`config.mk`:
```
export PLATFORM = sky130hd
export DESIGN_NAME = mem_issue_scheduler_flat
export DESIGN_NICKNAME = d
export VERILOG_FILES = /design/src/rtl/mem_issue_scheduler_if.sv /design/src/rtl/mem_issue_scheduler.sv /design/src/flat_wrapper.sv
export SDC_FILE = /design/constraint.sdc
export NUM_CORES = 1
export LEC_CHECK = 0
export BUFFER_PORTS_ARGS = -buffer_cell sky130_fd_sc_hd__buf_2
export CAP_MARGIN = 5
export CORE_MARGIN = 5
export CORE_UTILIZATION = 54
export DETAILED_ROUTE_END_ITERATION = 16
export PLACE_DENSITY = 0.77
export SYNTH_ARGS = -nofsm -noshare
export SYNTH_HDL_FRONTEND = slang
export SYNTH_SLANG_ARGS = --single-unit
```
`constraint.sdc`:
```
create_clock -name clk -period 7.6 [get_ports clk]
set_input_delay 1.14 -clock clk [delete_from_list [all_inputs] [get_ports clk]]
set_output_delay 1.14 -clock clk [all_outputs]
set_load 0.01 [all_outputs]
```
`src/rtl/mem_issue_scheduler_if.sv`:
```
// Memory micro-op bus: one valid/ready handshake plus the op fields.
// It is used twice on the scheduler. The dispatch side is the slave and the issue side is the master.
//   valid      : op offered this cycle
//   ready      : receiver accepts the op
//   opcode     : opcode[0]=1 store, 0 load
//   rob_entry  : ROB tag
//   base_val   : base address
//   offset     : unsigned address offset
//   dest_reg   : load destination physical register
//   data       : store data
//   imm        : imm[3]=1 selects zero-page/page-wrap addressing
//   dest_arch  : destination arch-register mask
interface mem_issue_scheduler_if #(
  parameter int PR_ADDR_W = 6
);
  logic                 valid;
  logic                 ready;
  logic [3:0]           opcode;
  logic [4:0]           rob_entry;
  logic [15:0]          base_val;
  logic [7:0]           offset;
  logic [PR_ADDR_W-1:0] dest_reg;
  logic [7:0]           data;
  logic [3:0]           imm;
  logic [3:0]           dest_arch;

  modport master (
    output valid, opcode, rob_entry, base_val, offset, dest_reg, data, imm, dest_arch,
    input  ready
  );

  modport slave (
    input  valid, opcode, rob_entry, base_val, offset, dest_reg, data, imm, dest_arch,
    output ready
  );
endinterface

```
`src/rtl/mem_issue_scheduler.sv`:
```
// mem_issue_scheduler
// Buffers dispatched loads and stores in an age-ordered queue. Slot 0 always holds the oldest op.
// The scheduler issues at most one op per cycle into the memory pipeline.
// A store issues only from slot 0, and only in the cycle the ROB commits its tag.
// A load may bypass older stores, but only when no older store targets the same effective address.
// Ports:
//   clk, rst_n     : clock, synchronous active-low reset
//   in_bus         : dispatch side (slave); ready = queue not full, based on the registered count
//   out_bus        : issue side (master); combinational from the queue, fields passed unmodified
//   commit_valid   : ROB head is retiring this cycle
//   commit_entry   : ROB tag at the head
//   flush          : squash every queued op and drop any enqueue in the same cycle
//   count          : number of valid entries
module mem_issue_scheduler #(
  parameter int DEPTH     = 4,
  parameter int PR_ADDR_W = 6
) (
  input  logic                       clk,
  input  logic                       rst_n,
  mem_issue_scheduler_if.slave       in_bus,
  mem_issue_scheduler_if.master      out_bus,
  input  logic                       commit_valid,
  input  logic [4:0]                 commit_entry,
  input  logic                       flush,
  output logic [$clog2(DEPTH+1)-1:0] count
);
  localparam int CNT_W = $clog2(DEPTH + 1);
  localparam int IDX_W = $clog2(DEPTH);

  typedef struct packed {
    logic [3:0]           opcode;
    logic [4:0]           rob_entry;
    logic [15:0]          base_val;
    logic [7:0]           offset;
    logic [PR_ADDR_W-1:0] dest_reg;
    logic [7:0]           data;
    logic [3:0]           imm;
    logic [3:0]           dest_arch;
    logic [15:0]          ea;
  } entry_t;

  entry_t           q [DEPTH];
  entry_t           new_entry;
  logic [DEPTH-1:0] elig;
  logic [IDX_W-1:0] pick;
  logic             issue_valid;
  logic             deq;
  logic             enq;
  logic             in_ready;
  logic [CNT_W-1:0] wr_idx;

  // Zero-page mode keeps the page byte and wraps only the low byte.
  function automatic logic [15:0] calc_ea(input logic [15:0] base, input logic [7:0] offset,
                                          input logic zero_page);
    logic [7:0] lo;
    lo = base[7:0] + offset;
    if (zero_page) return {base[15:8], lo};
    return base + {8'h00, offset};
  endfunction

  always_comb begin
    new_entry.opcode    = in_bus.opcode;
    new_entry.rob_entry = in_bus.rob_entry;
    new_entry.base_val  = in_bus.base_val;
    new_entry.offset    = in_bus.offset;
    new_entry.dest_reg  = in_bus.dest_reg;
    new_entry.data      = in_bus.data;
    new_entry.imm       = in_bus.imm;
    new_entry.dest_arch = in_bus.dest_arch;
    new_entry.ea        = calc_ea(in_bus.base_val, in_bus.offset, in_bus.imm[3]);
  end

  // Eligibility is evaluated on the registered queue only.
  // An entry enqueued this cycle therefore cannot issue until the next cycle.
  always_comb begin
    logic blocked;
    elig    = '0;
    blocked = 1'b0;
    for (int i = 0; i < DEPTH; i++) begin
      if (CNT_W'(i) < count) begin
        if (q[i].opcode[0]) begin
          elig[i] = (i == 0) && commit_valid && (commit_entry == q[0].rob_entry);
        end else begin
          blocked = 1'b0;
          for (int j = 0; j < i; j++) begin
            if (q[j].opcode[0] && (q[j].ea == q[i].ea)) blocked = 1'b1;
          end
          elig[i] = !blocked;
        end
      end
    end
  end

  always_comb begin
    pick = '0;
    for (int i = DEPTH - 1; i >= 0; i--) begin
      if (elig[i]) pick = IDX_W'(i);
    end
  end

  // Issue is suppressed while reset is asserted.
  // This guarantees that no op leaves in the same cycle the queue is discarded.
  assign issue_valid       = rst_n && !flush && (|elig);
  assign deq               = issue_valid && out_bus.ready;
  assign in_ready          = (count != CNT_W'(DEPTH));
  assign enq               = in_bus.valid && in_ready && !flush;
  assign wr_idx            = count - CNT_W'(deq);
  assign in_bus.ready      = in_ready;

  assign out_bus.valid     = issue_valid;
  assign out_bus.opcode    = q[pick].opcode;
  assign out_bus.rob_entry = q[pick].rob_entry;
  assign out_bus.base_val  = q[pick].base_val;
  assign out_bus.offset    = q[pick].offset;
  assign out_bus.dest_reg  = q[pick].dest_reg;
  assign out_bus.data      = q[pick].data;
  assign out_bus.imm       = q[pick].imm;
  assign out_bus.dest_arch = q[pick].dest_arch;

  // Queue storage boundary.
  // Younger entries collapse over the issued slot.
  // An enqueue lands just past the surviving entries and overrides any shift into the same slot.
  always_ff @(posedge clk) begin
    if (deq) begin
      for (int i = 0; i < DEPTH - 1; i++) begin
        if (IDX_W'(i) >= pick) q[i] <= q[i+1];
      end
    end
    if (enq) q[wr_idx[IDX_W-1:0]] <= new_entry;
  end

  // Occupancy boundary: the count alone defines which slots are valid.
  always_ff @(posedge clk) begin
    if (!rst_n || flush) count <= '0;
    else                 count <= count + CNT_W'(enq) - CNT_W'(deq);
  end
endmodule

```
`src/flat_wrapper.sv`:
```
// flat-port wrapper written by rule: the top's interface ports become plain ports
module mem_issue_scheduler_flat 
#(
  parameter int DEPTH     = 4,
  parameter int PR_ADDR_W = 6
)
  (clk, rst_n, commit_valid, commit_entry, flush, count, in_bus_valid, in_bus_opcode, in_bus_rob_entry, in_bus_base_val, in_bus_offset, in_bus_dest_reg, in_bus_data, in_bus_imm, in_bus_dest_arch, in_bus_ready, out_bus_valid, out_bus_opcode, out_bus_rob_entry, out_bus_base_val, out_bus_offset, out_bus_dest_reg, out_bus_data, out_bus_imm, out_bus_dest_arch, out_bus_ready);
  mem_issue_scheduler_if #(.PR_ADDR_W(PR_ADDR_W)) in_bus_i ();
  mem_issue_scheduler_if #(.PR_ADDR_W(PR_ADDR_W)) out_bus_i ();
  input  logic clk;
  input  logic rst_n;
  input  logic commit_valid;
  input  logic [4:0] commit_entry;
  input  logic flush;
  output logic [$clog2(DEPTH+1)-1:0] count;
  input wire logic [$bits(in_bus_i.valid)-1:0] in_bus_valid;
  input wire logic [$bits(in_bus_i.opcode)-1:0] in_bus_opcode;
  input wire logic [$bits(in_bus_i.rob_entry)-1:0] in_bus_rob_entry;
  input wire logic [$bits(in_bus_i.base_val)-1:0] in_bus_base_val;
  input wire logic [$bits(in_bus_i.offset)-1:0] in_bus_offset;
  input wire logic [$bits(in_bus_i.dest_reg)-1:0] in_bus_dest_reg;
  input wire logic [$bits(in_bus_i.data)-1:0] in_bus_data;
  input wire logic [$bits(in_bus_i.imm)-1:0] in_bus_imm;
  input wire logic [$bits(in_bus_i.dest_arch)-1:0] in_bus_dest_arch;
  output wire logic [$bits(in_bus_i.ready)-1:0] in_bus_ready;
  output wire logic [$bits(out_bus_i.valid)-1:0] out_bus_valid;
  output wire logic [$bits(out_bus_i.opcode)-1:0] out_bus_opcode;
  output wire logic [$bits(out_bus_i.rob_entry)-1:0] out_bus_rob_entry;
  output wire logic [$bits(out_bus_i.base_val)-1:0] out_bus_base_val;
  output wire logic [$bits(out_bus_i.offset)-1:0] out_bus_offset;
  output wire logic [$bits(out_bus_i.dest_reg)-1:0] out_bus_dest_reg;
  output wire logic [$bits(out_bus_i.data)-1:0] out_bus_data;
  output wire logic [$bits(out_bus_i.imm)-1:0] out_bus_imm;
  output wire logic [$bits(out_bus_i.dest_arch)-1:0] out_bus_dest_arch;
  input wire logic [$bits(out_bus_i.ready)-1:0] out_bus_ready;
  assign in_bus_i.valid = in_bus_valid;
  assign in_bus_i.opcode = in_bus_opcode;
  assign in_bus_i.rob_entry = in_bus_rob_entry;
  assign in_bus_i.base_val = in_bus_base_val;
  assign in_bus_i.offset = in_bus_offset;
  assign in_bus_i.dest_reg = in_bus_dest_reg;
  assign in_bus_i.data = in_bus_data;
  assign in_bus_i.imm = in_bus_imm;
  assign in_bus_i.dest_arch = in_bus_dest_arch;
  assign in_bus_ready = in_bus_i.ready;
  assign out_bus_valid = out_bus_i.valid;
  assign out_bus_opcode = out_bus_i.opcode;
  assign out_bus_rob_entry = out_bus_i.rob_entry;
  assign out_bus_base_val = out_bus_i.base_val;
  assign out_bus_offset = out_bus_i.offset;
  assign out_bus_dest_reg = out_bus_i.dest_reg;
  assign out_bus_data = out_bus_i.data;
  assign out_bus_imm = out_bus_i.imm;
  assign out_bus_dest_arch = out_bus_i.dest_arch;
  assign out_bus_i.ready = out_bus_ready;
  mem_issue_scheduler #(.DEPTH(DEPTH), .PR_ADDR_W(PR_ADDR_W)) u_core (.clk(clk), .rst_n(rst_n), .in_bus(in_bus_i), .out_bus(out_bus_i), .commit_valid(commit_valid), .commit_entry(commit_entry), .flush(flush), .count(count));
endmodule
```
; Yosys cells after proc, flatten, opt, wreduce, memory -nomap -nowiden
; Memories as Yosys holds them, arrays and structs flattened.
; Cells that the tools add are included.
[word_totals]
ff_bits = 3
ram_bits = 284
inputBits = 66
out_inout_bits = 60
elab_cells = 79
n_memories = 1
[op_classes]
addsub = 5
magnitude_cmp = 7
eq_ne = 8
mux = 38
n_reduce_logical = 19
[mem_list]
columns = memory, depth, word_bits, read_ports, rd_clocked_by_memory_dff, wr, line
row1 = u_core.q, 4, 71, 5, 0, 4, mem_issue_scheduler.sv:42  ; entry_t q [DEPTH];
[op_table]
columns = cell, count
row1 = == test 16 bit, 6
row2 = two-way mux 1 bit, 32
row3 = two-way mux 16 bit, 2
row4 = adder 16 x 8 -> 16 bit, 1
row5 = logical AND 1 bit, 12
row6 = adder 8 bit, 1
row7 = two-way mux 2 bit, 4
row8 = "< comparator 1 x 3 -> 1 bit, first input constant", 2
row9 = "< comparator 2 x 3 -> 1 bit, first input constant", 2
row10 = == test 5 bit, 1
row11 = logical NOT 1 bit, 5
row12 = "greater-or-equal comparator 1 x 2 -> 1 bit, first input constant", 2
row13 = OR reduction 4 bit, 1
row14 = adder 3 x 1 -> 3 bit, 1
row15 = "!= test 3 bit, second input constant", 1
row16 = subtractor 3 x 1 -> 3 bit, 1
row17 = "greater-or-equal comparator 2 bit, first input constant", 1
row18 = subtractor 2 x 1 -> 2 bit, 1
row19 = logical OR 1 bit, 1

; Logic depth before layout (Yosys ltp)
; Gate-level depths: netlist of run 1.
[depth]
depth_word = 18
mapped_depth = 15
mapped_depth_nobuf = 13

; Worst setup path before layout of run 1
; OpenSTA, ideal clock, no wires.
[synth_path]
path_type = input to register
startpoint = input commit_entry[4]
endpoint = memory u_core.q[2][0] in the netlist's numbering, enable pin
setup_ns = 0.598
t_arrival_ns = 6.949
required_ns = 7.002
slack_ns = 0.052
stages = 7
path_buffers = 0
cell_sequence = xor2_1 > nor4_1 > nand3_1 > a22o_1 > nand2_1 > nor2_1 > o21ai_0
[synth_rtl]
columns = item, line
row1 = start: declaration, flat_wrapper.sv:13  ; input logic [4:0] commit_entry;
row2 = end: declaration, mem_issue_scheduler.sv:42

==> results of run 1 <==
## kinds of logic (layout without fill, tap and decap cells)
logic type,after synthesis,after routing,synth area share (%)
adders and majority gates,15,15,1.42
xor gates and xnor gates,116,116,7.13
muxes,177,177,18.3
and+or+nand+nor,288,288,8.45
buffers and inverters,63,210,2.02
AOI/OAI and AO/OA,58,58,2.40
DFF,287,287,60.3
other,0,2,0
## per-layer routing
metal | part of all wire, % | up-vias | wire length [um] | track usage, %
li1 | - | 3970 | - | -
met1 | 42 | 4488 | 13800 | 31.4
met2 | 51 | 292 | 16700 | 37.4
met3 | 6.1 | 38 | 2020 | 3.09
met4 | 1.3 | 2 | 412 | 4.58
met5 | 0.021 | - | 7 | 0
## sequential cells by signal (all words and copies together), names as in the netlist
signal	flops
u_core.count	3
u_core.q	284
## power breakdown
| part | internal (W) | switching [W] | total [W] |
|---|---|---|---|
| registers | 0.00178 | 0.0000200 | 0.00180 |
| logic | 0.000107 | 0.000163 | 0.000270 |
| clock network | 0.000800 | 0.000588 | 0.00139 |
| total | 0.00268 | 0.000771 | 0.00345 |
## layout by cell type, fill, tap and decap left out, types with 3 or more instances in the layout
cell / netlist / routed
mux2_2: 122 / 122
o21ai_4: 0 / 3
xor2_1: 70 / 70
nand4_1: 8 / 8
mux4_2: 54 / 54
edfxtp_1: 284 / 284
o21bai_1: 5 / 4
nor4_1: 17 / 17
xnor2_1: 46 / 46
bufinv_16: 0 / 3
and2_1: 4 / 4
nand2_1: 212 / 212
buf_4: 0 / 13
nor3_1: 7 / 5
ha_1: 13 / 13
inv_1: 20 / 20
nor2_1: 18 / 18
clkbuf_1: 32 / 5
and3_1: 4 / 3
nand3_1: 12 / 11
dfxtp_1: 3 / 3
clkinv_2: 0 / 11
a21o_1: 3 / 3
o21ai_0: 28 / 26
a21oi_1: 13 / 13
clkbuf_16: 0 / 29
buf_2: 5 / 125
## per-stage QoR
step	hold slack [ns]	util (%)	power (W)	cell area, um^2	cells
CTS	0.545	62.2	0.00347	16200	1486
global route	0.574	62.2	0.00357	16200	1487
floorplan	0.511	-	0.00199	14200	1004
finish	0.545	62.2	0.00345	16200	1488
detailed placement	0.529	58.7	0.00210	15200	1434
global placement	0.518	58.7	0.00209	15200	1434
## layout make-up
type	count	area, um^2	area share [%]
clock inverters	18	168	1.04
multi-input cells	654	5440	33.7
repair buffers	138	723	4.47
clock buffers	34	744	4.60
inverters	20	75.1	0.464
well taps	335	419	2.59
diodes	2	5.00	0.0310
flip-flops and latches	287	8590	53.1
## final timing paths
check                                startpoint                 to  slack (ns)  cells past startpoint
worst max register to register   u_core.q[3][3]    u_core.q[1][45]        2.77                     14
worst min-delay path            u_core.q[1][48]    u_core.q[0][48]        0.54                      2
worst min register to register  u_core.q[1][48]    u_core.q[0][48]        0.54                      2
worst max-delay path             u_core.q[3][3]  out_bus_offset[3]        2.07                     10
## worst min-delay path, cell delays in order (launching register included)
cell,delay [ns]
edfxtp_1,0.34
nand2_1,0.05
nand2_1,0.06
==> results.md, run 1 <==
- Routed vias: 8790
- Leakage Power: 5.96 nW
- Die width: approximately 170 um
- Unrepaired setup endpoints after global routing: no
- Gr usage total: between 20% and 30%
- Post-CTS Setup Bufs: 0
- CTS resizes: 0
- Hold-fix buffers at CTS: 0
- CP Class: flop to output pin
- Area grow syn2layout: 13.5%
- Slowest stage cell, crit path: a21bo_4
- FMAX: 181 MHz
- Post-synth top area cell: edfxtp_1
- I/O Pins: between 100 and 150
- Crit-path max cell delay: 0.61 ns
- Hold Crit Class: flop to flop
- Iter 0 DRT Violations: ~640
- Root Driver: clkbuf_16
- Slew of the pin with the lowest slew margin: 0.937 ns
- Setup TNS: 0 ns
- Layout Nets: around 1200
- Die area: around 30000 um^2
- Port bufs: 125
- Crit path max-delay family: simple AND/OR/NAND/NOR gates
- CP Cell Sequence: xor2_1 > nor4_1 > nand4_1 > nor4_1 > nor4_1 > nand2b_1 > a21bo_4 > buf_4 > mux4_2 > buf_2
- Max-Cap Viols: 0
- Synth Area per Inst: between 10 and 15 um^2
- Final HPWL DP: about 21 mm
- Final worst setup slack: 2.07 ns
- Top cells by area, synth: edfxtp_1, mux2_2, mux4_2
- Tmin final: 5.53 ns
- DRC: 0
- Status: finished, final reports clean
- Fillers: 1986
- Number of global-route vias before repair: 9080
- Place WS: 2.25 ns
- Worst Path Max Fanout: 29
- Ys flop type: edfxtp_1
- Sequential share of the synthesized area: 60.3%
- Core ar.: around 26000 um^2
- Initial Util: 54.8%
- Rows: 59
- Buffers plus inverters on the worst setup path: 2
- Synth unique cells: 37
- Mapped Nets: 1085
- CP arrival: 4.39 ns
- Slew headroom: 37.5%
- Post-synth design cell area: between 10000 and 15000 um^2
- Worst IR Drop VDD: 0.198 mV
- Drt first pass iters: 5
- Finish-stage setup viols: 0
- Reg clk slew, reported paths: 0.06 ns
- Initial antenna violation count: 2
- WL per Instance: 22.1 um
- Hold Fails Final Rpt: 0
- Share of cells above drive strength 1: 32.1%
- Most frequent cell after synthesis: edfxtp_1
- Async S/R FF share, synth: 0%
- Die height: 172 um
- DRT Wirelength: 32.9 mm
- CTS H-Tree Depth: 1
- Grt total ovfl: 0
- Synthesized flop and latch total: 287
- Clk sink count: 287
- Synth top area share: 59.9%
- TritonCTS Buffers: 29
- Worst Setup Start Kind: flop
- CTS max path bufs: 3
- Post-DR vias/cell: 5.91
- First-pass GRT wire length: slightly above 50 mm
- Yosys Warn Count: 0
- Clk Latency, worst-skew pair: 0.54 ns
- Number of synthesized flops with an enable pin: 284
- PD cells: about 210 nW/um^2
- Largest net degree at the start of global routing: between 60 and 70
- CP dominant cell by count: nor4_1
- Slew Limit Fails: 0
- Required @ worst endpoint: 6.46 ns
- Clock skew: 0.0185 ns
- Detail Route Antenna Nets: 0
- CTS tree: built
- CP endpoint kind: output pin
- Post-Syn Instances: 1004
- Commonest cells in the netlist: edfxtp_1, nand2_1, mux2_2
- Final RePlAce weighted congestion: approximately 0.89
- Crit share post-route: 72.8%
(Power assumes the default switching activity.)
==> run 2, diff against run 1 <==
Clock period 7.6 ns to 4.5 ns, I/O delays scaled along.
==> run 2 against run 1 <==
Clock power rose by 73%; largest cell class unchanged; power rose by 71%; via count rose by 1.7%; core utilization rose by 1.2 points; final cell count rose by 0.47%; sequential cell count did not move; largest power group unchanged; wire length rose by 0.37%; critical path type unchanged; clock skew fell by 0.0073 ns; setup slack got worse by 1.9 ns.
==> results.md, run 2 (same netlist as run 1, synthesis figures left out) <==
- Core ar.: 26000 um^2
- Rows: 59
- Slew headroom: 43.4%
- TritonCTS Buffers: 30
- I/O Pins: about 130
- First-pass GRT wire length: slightly above 50 mm
- CP Class: flop to output pin
- Layout Nets: about 1200
- Leakage Power: 6.06 nW
- Crit-path max cell delay: 0.60 ns
- Required @ worst endpoint: 3.83 ns
- Worst Setup Start Kind: flop
- Root Driver: clkbuf_16
- Setup TNS: 0 ns
- Max-Cap Viols: 0
- Finish-stage setup viols: 0
- Tmin final: approximately 4.4 ns
- Initial Util: 54.8%
- Layout Utilization: 63.4%
- Clk sink count: 287
- Area grow syn2layout: 15.6%
- Slew Limit Fails: 0
- CP endpoint kind: output pin
- Slew of the pin with the lowest slew margin: 0.842 ns
- Port bufs: 125
- Most frequent cells in the layout: edfxtp_1, nand2_1, buf_2
- Fillers: between 1500 and 2000
- Drt first pass iters: 5
- Number of global-route vias before repair: 9059
- Worst Path Max Fanout: 13
- WL per Instance: 22.1 um
- Hold Crit Class: input port to flop
- Crit share post-route: 97.3%
- Grt total ovfl: 0
- Gr usage total: 22.3%
- Initial antenna violation count: 1
- CTS H-Tree Depth: 1
- Share of cells above drive strength 1: 32.7%
- Detail Route Antenna Nets: 0
- CTS max path bufs: 3
- Unrepaired setup endpoints after global routing: no
- Final RePlAce weighted congestion: between 0.9 and 1
- Largest registers: u_core.q (284), u_core.count (3)
- Most common cell after layout, fill and taps aside: edfxtp_1
- DRT Wirelength: ~33 mm
- PD cells: ~360 nW/um^2
- CTS tree: built
- Iter 0 DRT Violations: 783
- Die height: 172 um
- CP arrival: 3.70 ns
- Post-DR vias/cell: 5.98
- Reg clk slew, reported paths: around 0.060 ns
- Routed vias: between 8000 and 9000
- Antenna diode count: 0
- Worst IR Drop VDD: 0.300 mV
- Clk Latency, worst-skew pair: 0.55 ns
- Final HPWL DP: 20.3 mm
- Slowest stage cell, crit path: o21ai_4
- Die area: between 20000 and 30000 um^2
- FMAX: 228 MHz
- Largest net degree at the start of global routing: 82
- CP Cell Sequence: xor2_1 > nor4_1 > nand4_1 > o22ai_1 > a2111oi_4 > o21ai_4 > buf_4 > mux4_2 > buf_2
- Status: finished, final reports clean
- Hold Fails Final Rpt: 0
- Die width: 172 um
- Largest register FFs: 284
- Largest reg by FF count: u_core.q
- Clock skew: 0.0112 ns
- DRC: 0
-- run 2: metrics by stage --
step           total power (W)  hold slack, ns  setup slack [ns]  instance area (um^2)  cells
2_1_floorplan          0.00336           0.511             0.126                 14300   1004
3_3_place_gp           0.00355           0.516             0.483                 15500   1440
3_5_place_dp           0.00356           0.525             0.431                 15500   1440
4_1_cts                0.00594           0.324            0.0975                 16500   1495
5_1_grt                0.00610           0.323           0.00425                 16500   1495
6_report               0.00592           0.340             0.122                 16500   1495
-- run 2: per-layer routing --
metal  global-route usage [%]  wire, um  vias up
met5                        0        11        -
met4                     5.81       794        2
met3                     3.75      2380       63
met2                     34.6     15800      382
met1                     33.3     14100     4503
li1                         -         -     3989
-- run 2: timing repair --
item / in CTS / in global routing
setup buffers: 0 / 0
gates cloned: 1 / 0
hold endpoints to repair: 0 / 0
resized for setup: 2 / 1
pin swaps: 1 / 1
endpoints found under the setup margin: 32 / 19
hold buffers: 0 / 0
-- run 2: worst paths after layout --
| path | to | cells past startpoint | slack, ns | start |
|---|---|---|---|---|
| min reg2reg | u_core.q[0][51] | 2 | 0.54 | u_core.q[1][51] |
| min | u_core.q[3][26] | 1 | 0.34 | in_bus_data[2] |
| max reg2reg | u_core.q[0][53] | 13 | 0.27 | u_core.q[1][0] |
| max | out_bus_rob_entry[2] | 9 | 0.12 | u_core.q[1][0] |
-- run 2: worst max-delay path, delay by kind of cell (launching register included) --
| family | cells | cell delay (ns) |
|---|---|---|
| AOI/OAI and AO/OA | 3 | 0.99 |
| and+or+nand+nor | 2 | 0.67 |
| DFF | 1 | 0.48 |
| buffers and inverters | 2 | 0.47 |
| muxes | 1 | 0.32 |
| xor gates and xnor gates | 1 | 0.21 |
-- run 2: area by class of cell --
class	count	area (um^2)	share of cell area (%)
Sequential cell	287	8590	52.2
Timing Repair Buffer	144	956	5.81
Clock buffer	33	783	4.76
Multi-Input combinational cell	655	5480	33.3
Tap cell	335	419	2.55
Inverter	20	75.1	0.456
Clock inverter	21	168	1.02
-- run 2: report_power, final --
part	switching (W)	internal (W)	total, W
registers	0.0000317	0.00300	0.00303
logic	0.000284	0.000195	0.000479
clock network	0.00104	0.00137	0.00241
